File: src/rtl/instr_mem_pkg.sv
// Shared sizing and loader FSM encoding for the instruction memory block.
package instr_mem_pkg;
  localparam int IM_DEPTH = 128;
  localparam int IM_AW    = 7;
  localparam int IM_DW    = 32;
  localparam int IM_LW    = 8;

  typedef enum logic [1:0] {
    IDLE = 2'd0,
    LOAD = 2'd1,
    DONE = 2'd2
  } im_state_e;

  // Requests longer than the array would overwrite their own first words.
  function automatic logic [IM_LW-1:0] clamp_len(input logic [IM_LW-1:0] len);
    return (len > IM_LW'(IM_DEPTH)) ? IM_LW'(IM_DEPTH) : len;
  endfunction
endpackage

File: src/rtl/instr_mem_resp_if.sv
// Fetch read port and program-load stream of the instruction memory.
interface instr_mem_resp_if;
  import instr_mem_pkg::*;

  logic             ena;
  logic [IM_AW-1:0] addra;
  logic [IM_DW-1:0] douta;
  logic             ld_start;
  logic [IM_AW-1:0] ld_base;
  logic [IM_LW-1:0] ld_len;
  logic             ld_valid;
  logic [IM_DW-1:0] ld_data;
  logic             ld_ready;
  logic             busy;
  logic             ld_done;
  logic             perr;

  modport slave (
    input  ena, addra, ld_start, ld_base, ld_len, ld_valid, ld_data,
    output douta, ld_ready, busy, ld_done, perr
  );

  modport master (
    output ena, addra, ld_start, ld_base, ld_len, ld_valid, ld_data,
    input  douta, ld_ready, busy, ld_done, perr
  );
endinterface

File: src/rtl/instr_mem_resp_loader.sv
// Program-load sequencer (IDLE/LOAD/DONE): one word per ld_valid cycle, stalls
// without ld_valid, ld_done pulses for one cycle after the last write.
module im_loader
  import instr_mem_pkg::*;
(
  input  logic             clk,
  input  logic             rst,
  input  logic             ld_start_i,
  input  logic [IM_AW-1:0] ld_base_i,
  input  logic [IM_LW-1:0] ld_len_i,
  input  logic             ld_valid_i,
  output logic             ld_ready_o,
  output logic             busy_o,
  output logic             ld_done_o,
  output logic             wr_en_o,
  output logic [IM_AW-1:0] wr_addr_o
);
  im_state_e        state_q, state_d;
  logic [IM_AW-1:0] wr_ptr_q, wr_ptr_d;
  logic [IM_LW-1:0] count_q, count_d;

  always_ff @(posedge clk) begin
    if (rst) begin
      state_q  <= IDLE;
      wr_ptr_q <= '0;
      count_q  <= '0;
    end else begin
      state_q  <= state_d;
      wr_ptr_q <= wr_ptr_d;
      count_q  <= count_d;
    end
  end

  always_comb begin
    state_d    = state_q;
    wr_ptr_d   = wr_ptr_q;
    count_d    = count_q;
    ld_ready_o = 1'b0;
    busy_o     = 1'b0;
    ld_done_o  = 1'b0;
    wr_en_o    = 1'b0;
    case (state_q)
      IDLE: begin
        if (ld_start_i && (ld_len_i != '0)) begin
          state_d  = LOAD;
          wr_ptr_d = ld_base_i;
          count_d  = clamp_len(ld_len_i);
        end
      end
      LOAD: begin
        ld_ready_o = 1'b1;
        busy_o     = 1'b1;
        if (ld_valid_i) begin
          // Reset wins over a word presented in the same cycle.
          wr_en_o  = ~rst;
          wr_ptr_d = wr_ptr_q + IM_AW'(1);
          count_d  = count_q - IM_LW'(1);
          if (count_q == IM_LW'(1)) begin
            state_d = DONE;
          end
        end
      end
      DONE: begin
        ld_done_o = 1'b1;
        state_d   = IDLE;
      end
      default: state_d = IDLE;
    endcase
  end

  assign wr_addr_o = wr_ptr_q;
endmodule

File: src/rtl/instr_mem_resp.sv
// 128x32 instruction memory, 1-cycle registered read, reads blocked during a load.
// Optional IM_PARITY_EN stores an even-parity bit per word and flags mismatches on perr.
module instr_mem_resp
  import instr_mem_pkg::*;
(
  input  logic              clk,
  input  logic              rst,
  instr_mem_resp_if.slave   bus
);
`ifdef IM_PARITY_EN
  localparam int MW = IM_DW + 1;
`else
  localparam int MW = IM_DW;
`endif

  logic [MW-1:0]    mem_q [IM_DEPTH];
  logic [MW-1:0]    wr_word;
  logic [MW-1:0]    rd_word;
  logic [IM_DW-1:0] douta_q;
  logic             wr_en;
  logic [IM_AW-1:0] wr_addr;
  logic             busy;
  logic             rd_en;

  im_loader u_loader (
    .clk        (clk),
    .rst        (rst),
    .ld_start_i (bus.ld_start),
    .ld_base_i  (bus.ld_base),
    .ld_len_i   (bus.ld_len),
    .ld_valid_i (bus.ld_valid),
    .ld_ready_o (bus.ld_ready),
    .busy_o     (busy),
    .ld_done_o  (bus.ld_done),
    .wr_en_o    (wr_en),
    .wr_addr_o  (wr_addr)
  );

`ifdef IM_PARITY_EN
  assign wr_word = {^bus.ld_data, bus.ld_data};
`else
  assign wr_word = bus.ld_data;
`endif

  // Storage is deliberately outside reset so a load survives an aborting rst.
  always_ff @(posedge clk) begin
    if (wr_en) begin
      mem_q[wr_addr] <= wr_word;
    end
  end

  assign rd_word = mem_q[bus.addra];
  assign rd_en   = bus.ena & ~busy;

  always_ff @(posedge clk) begin
    if (rst) begin
      douta_q <= '0;
    end else if (rd_en) begin
      douta_q <= rd_word[IM_DW-1:0];
    end
  end

`ifdef IM_PARITY_EN
  logic perr_q;

  always_ff @(posedge clk) begin
    if (rst) begin
      perr_q <= 1'b0;
    end else if (rd_en) begin
      perr_q <= ^rd_word;
    end
  end

  assign bus.perr = perr_q;
`else
  assign bus.perr = 1'b0;
`endif

  assign bus.douta = douta_q;
  assign bus.busy  = busy;
endmodule
File: src/flat_wrapper.sv
// flat-port wrapper written by rule: the top's interface ports become plain ports
module instr_mem_resp_flat import instr_mem_pkg::*;
  (clk, rst, bus_ena, bus_addra, bus_ld_start, bus_ld_base, bus_ld_len, bus_ld_valid, bus_ld_data, bus_douta, bus_ld_ready, bus_busy, bus_ld_done, bus_perr);
  instr_mem_resp_if bus_i ();
  input  logic clk;
  input  logic rst;
  input wire logic [$bits(bus_i.ena)-1:0] bus_ena;
  input wire logic [$bits(bus_i.addra)-1:0] bus_addra;
  input wire logic [$bits(bus_i.ld_start)-1:0] bus_ld_start;
  input wire logic [$bits(bus_i.ld_base)-1:0] bus_ld_base;
  input wire logic [$bits(bus_i.ld_len)-1:0] bus_ld_len;
  input wire logic [$bits(bus_i.ld_valid)-1:0] bus_ld_valid;
  input wire logic [$bits(bus_i.ld_data)-1:0] bus_ld_data;
  output wire logic [$bits(bus_i.douta)-1:0] bus_douta;
  output wire logic [$bits(bus_i.ld_ready)-1:0] bus_ld_ready;
  output wire logic [$bits(bus_i.busy)-1:0] bus_busy;
  output wire logic [$bits(bus_i.ld_done)-1:0] bus_ld_done;
  output wire logic [$bits(bus_i.perr)-1:0] bus_perr;
  assign bus_i.ena = bus_ena;
  assign bus_i.addra = bus_addra;
  assign bus_i.ld_start = bus_ld_start;
  assign bus_i.ld_base = bus_ld_base;
  assign bus_i.ld_len = bus_ld_len;
  assign bus_i.ld_valid = bus_ld_valid;
  assign bus_i.ld_data = bus_ld_data;
  assign bus_douta = bus_i.douta;
  assign bus_ld_ready = bus_i.ld_ready;
  assign bus_busy = bus_i.busy;
  assign bus_ld_done = bus_i.ld_done;
  assign bus_perr = bus_i.perr;
  instr_mem_resp u_core (.clk(clk), .rst(rst), .bus(bus_i));
endmodule
File: config.mk
export PLATFORM = sky130hd
export DESIGN_NAME = instr_mem_resp_flat
export DESIGN_NICKNAME = d
export VERILOG_FILES = /design/src/rtl/instr_mem_pkg.sv /design/src/rtl/instr_mem_resp_if.sv /design/src/rtl/instr_mem_resp_loader.sv /design/src/rtl/instr_mem_resp.sv /design/src/flat_wrapper.sv
export SDC_FILE = /design/constraint.sdc
export NUM_CORES = 2
export LEC_CHECK = 0
export CAP_MARGIN = 30
export CORE_MARGIN = 2
export CORE_UTILIZATION = 40
export CTS_CLUSTER_SIZE = 40
export DETAILED_ROUTE_END_ITERATION = 6
export DONT_BUFFER_PORTS = 1
export SLEW_MARGIN = 15
export SYNTH_ARGS = -nofsm -noshare
export SYNTH_HDL_FRONTEND = slang
export SYNTH_SLANG_ARGS = --single-unit
File: constraint.sdc
create_clock -name clk -period 4.75 [get_ports clk]
set_input_delay 1.425 -clock clk [delete_from_list [all_inputs] [get_ports clk]]
set_output_delay 1.425 -clock clk [all_outputs]
set_load 0.01 [all_outputs]
==> impl_metrics.csv <==
group,metric,value,unit
run_status,status,"complete, but fails checks",
run_status,violations,"DRC",
synthesis,syn_inst,7309,
synthesis,count_of_synthesis_stage_warnings_from_yosys,0,
synthesis,synth_ff_type,"edfxtp_1",
critical_path,crit_top_cell,"buf_16",
timing,timing_hold_violations_final,0,
worst_hold_path,hold_class,"reg2reg",
synthesis,mappedNetlistArea,158000,um^2
global_route,globalRouteOverflowTotal,0,
global_route,grt_pass1_wl,669,mm
clock_network,clock_sink_count,4145,
cells_and_area,flow.area_growth_from_synthesis,16.3,%
clock_network,tritoncts,"done",
global_route,grt_pass1_vias,81100,
global_route,grt_antenna_before_repair,31,
critical_path,setup.worst_path.class,"in2reg",
timing,fin_skew,0.117,ns
pwr,leakagePower,57.8,nW
critical_path,worstSetupStartpointType,"primary input",
synthesis,synthesis.nets,7371,
cells_and_area,fillCellCount,32200,
floorplan,die_height,633,um
pwr,power.density_cell_area,415,nW/um^2
synthesis,synth_enable_flop_cells,4096,
route,drc_violation_total_after_the_first_tritonroute_iteration,12100,
timing,timing.slew.headroom,28.8,%
floorplan,design.core.area,395000,um^2
cells_and_area,mostFrequentLayoutCell,"edfxtp_1",
timing,tightestPinTransition,1.07,ns
global_route,pin_count_of_the_biggest_net_entering_global_routing,301,
route,wl,491,mm
clock_network,clock_insertion_delay_worst_skew,1.02,ns
pwr,vdd.ir_drop.worst,0.437,mV
floorplan,initial_utilization,40.1,%
clock_network,cts_buffers,420,
floorplan,count_of_standard_cell_rows,231,
clock_network,clock_root_buffer,"clkbuf_16",
clock_network,clkTransAtPathRegs,0.06,ns
place,io_buffer_count,0,
cells_and_area,final_nets,7986,
route,drt-pass1-iter-count,7,
route,ant_nets,0,
run,maxCapViolCount,0,
timing,postLayoutSetupSlackWorst,0.0580,ns
route,detail_route.vias_per_cell,6.11,
cells_and_area,layout.cells.most_common_list,"edfxtp_1 (4,096), mux4_2 (854), clkbuf_16 (427), buf_4 (427), mux2i_1 (381)",
place,placedInstanceArea,171000,um^2
cells_and_area,final_area,184000,um^2
timing,finalCritPeriodShare,98.8,%
synthesis,number_of_register_bits_inferred_by_synthesis,4145,
synthesis,asyncSetResetFlopFracSynth,0,%
clock_network,cts_buffer_depth,4,
clock_network,cts_h_tree_depth,5,
route,drc,5,
floorplan,io_pins,95,
synthesis,synth_sequential_area_ratio,78.2,%
floorplan,fp.dieArea,401000,um^2
critical_path,crit_path_max_incr_delay,0.79,ns
critical_path,critical_path.slowest_cell,"a2111oi_0",
clock_network,post_cts_buffers,0,
synthesis,syn_area_per_cell,21.7,um^2
timing,unrepaired_setup_endpoints_after_global_routing,"no",
timing,timing.final.max_slew_violations,0,
floorplan,floorplan.die.width,633,um
critical_path,crit_chain,"buf_16 -> buf_16 -> buf_16 -> buf_16 -> mux4_2 -> mux2i_1 -> a22oi_1 -> a22oi_1 -> buf_4 -> a2111oi_0 -> a211o_1",
route,routedWlPerCell,36.2,um
synthesis,cell_variety_after_synth,67,
route,dr_total_vias,82700,
cells_and_area,layout_cell_share_with_drive_strength_beyond_1,27.6,%
critical_path,endpoint_kind_of_the_worst_setup_timing_path,"register",
critical_path,critical_path_required,5.72,ns
place,dp.final_hpwl,277,mm
global_route,grtUsageTotal,24.1,%
place,placement.setup.worst_slack,-1.71,ns
critical_path,critical_path_peak_fanout,100,
critical_path,cp.arrival,5.66,ns
timing,achievable-frequency,213,MHz
clock_network,cts_hold_buf,0,
timing,setup-violations-final,0,
place,gp_routability_congestion,0.911,
timing,layout_min_cycle_time,4.69,ns
[repair_timing]
item,4_1_cts,5_1_grt
gates resized for setup,0,2
setup endpoints to repair,25,11
gates cloned,3,1
pin swaps,0,0
[sequential cells by signal, summed over array words and instances, names as in the netlist]
| name | cells |
|---|---|
| u_core.u_loader.wr_addr_o | 7 |
| u_core.bus.douta | 32 |
| u_core.mem_q | 4096 |
| u_core.u_loader.count_q | 8 |
| u_core.u_loader.state_q | 2 |
[path summary, 6_finish.rpt]
path,slack (ns),cells past startpoint,startpoint,to
setup / recovery,0.06,11,bus_addra[0],u_core.bus.douta[3]$_SDFFE_PP0P_
hold / removal,0.48,2,u_core.u_loader.count_q[6]$_SDFFE_PP0P_,u_core.u_loader.count_q[6]$_SDFFE_PP0P_
setup reg to reg,1.37,8,u_core.u_loader.state_q[1]$_SDFFE_PP0P_,u_core.bus.douta[28]$_SDFFE_PP0P_
hold reg to reg,0.48,2,u_core.u_loader.count_q[6]$_SDFFE_PP0P_,u_core.u_loader.count_q[6]$_SDFFE_PP0P_
[report_power, final]
group	switching (mW)	internal, mW	total, mW
clock	14.1	18.6	32.7
sequential	0.199	40.2	40.4
combinational	2.07	1.38	3.45
total	16.4	60.2	76.6
[cell families (layout without fill, tap and decap cells)]
logic type      after synthesis  count (layout)  synth area share [%]
flops                      4145            4145                  78.2
mux                        1268            1268                  14.8
compound gates              818             818                  3.59
simple gates                648             648                  1.88
buf+inv                     426            1393                  1.50
fa+ha+maj                     3               3                0.0237
other cells                   1              29               0.00237
[metrics by stage]
stage	power [mW]	TNS [ns]	cells	util [%]	hold WS (ns)
2_1_floorplan	43.0	0	7309	-	0.443
3_3_place_gp	44.5	-39.12	12700	43.1	0.448
3_5_place_dp	44.6	-38.35	12700	43.2	0.466
4_1_cts	76.8	0	13500	46.6	0.474
5_1_grt	78.3	0	13500	46.6	0.491
6_report	76.6	0	13500	46.7	0.481
[critical path: cells and delay by family]
family                 cells  cell delay, ns
buffers and inverters      5            1.55
AO/OA/AOI/OAI              4            1.77
multiplexers               2            0.45
[routing by layer]
metal | vias to the layer above | global-route usage (%) | routed length (um)
met3 | 946 | 5.90 | 52900
met1 | 44600 | 31.7 | 182000
li1 | 32300 | - | -
met4 | 10 | 10.8 | 27000
met2 | 4897 | 38.0 | 228000
met5 | - | 0 | 46
[cells in the mapped netlist (all sizes together), types with 21 or more instances]
cell type | number | area share (%)
edfxtp | 4096 | 78
mux4 | 854 | 12
mux2i | 381 | 2.4
buf | 267 | 1.1
nor2 | 248 | 0.59
a22oi | 202 | 0.96
clkbuf | 149 | 0.35
nand2 | 141 | 0.33
o22ai | 133 | 0.52
a21oi | 106 | 0.33
o21ai | 84 | 0.27
a211oi | 82 | 0.39
nand3 | 80 | 0.26
dfxtp | 49 | 0.62
o221ai | 46 | 0.25
nor2b | 36 | 0.14
mux2 | 33 | 0.23
nor3 | 28 | 0.088
nand2b | 21 | 0.083
[cell type report]
class                           count  area (um^2)  area share [%]
Sequential cell                  4145       124000            67.3
Multi-Input combinational cell   2738        33300            18.1
Tap cell                         5242         6560            3.56
Timing Repair Buffer              609         6900            3.74
Antenna cell                       28         70.1          0.0380
Inverter                           10         37.5          0.0204
Clock buffer                      502        11000            5.96
Clock inverter                    272         2490            1.35
No activity file was read; power rests on OpenSTA's default activity.
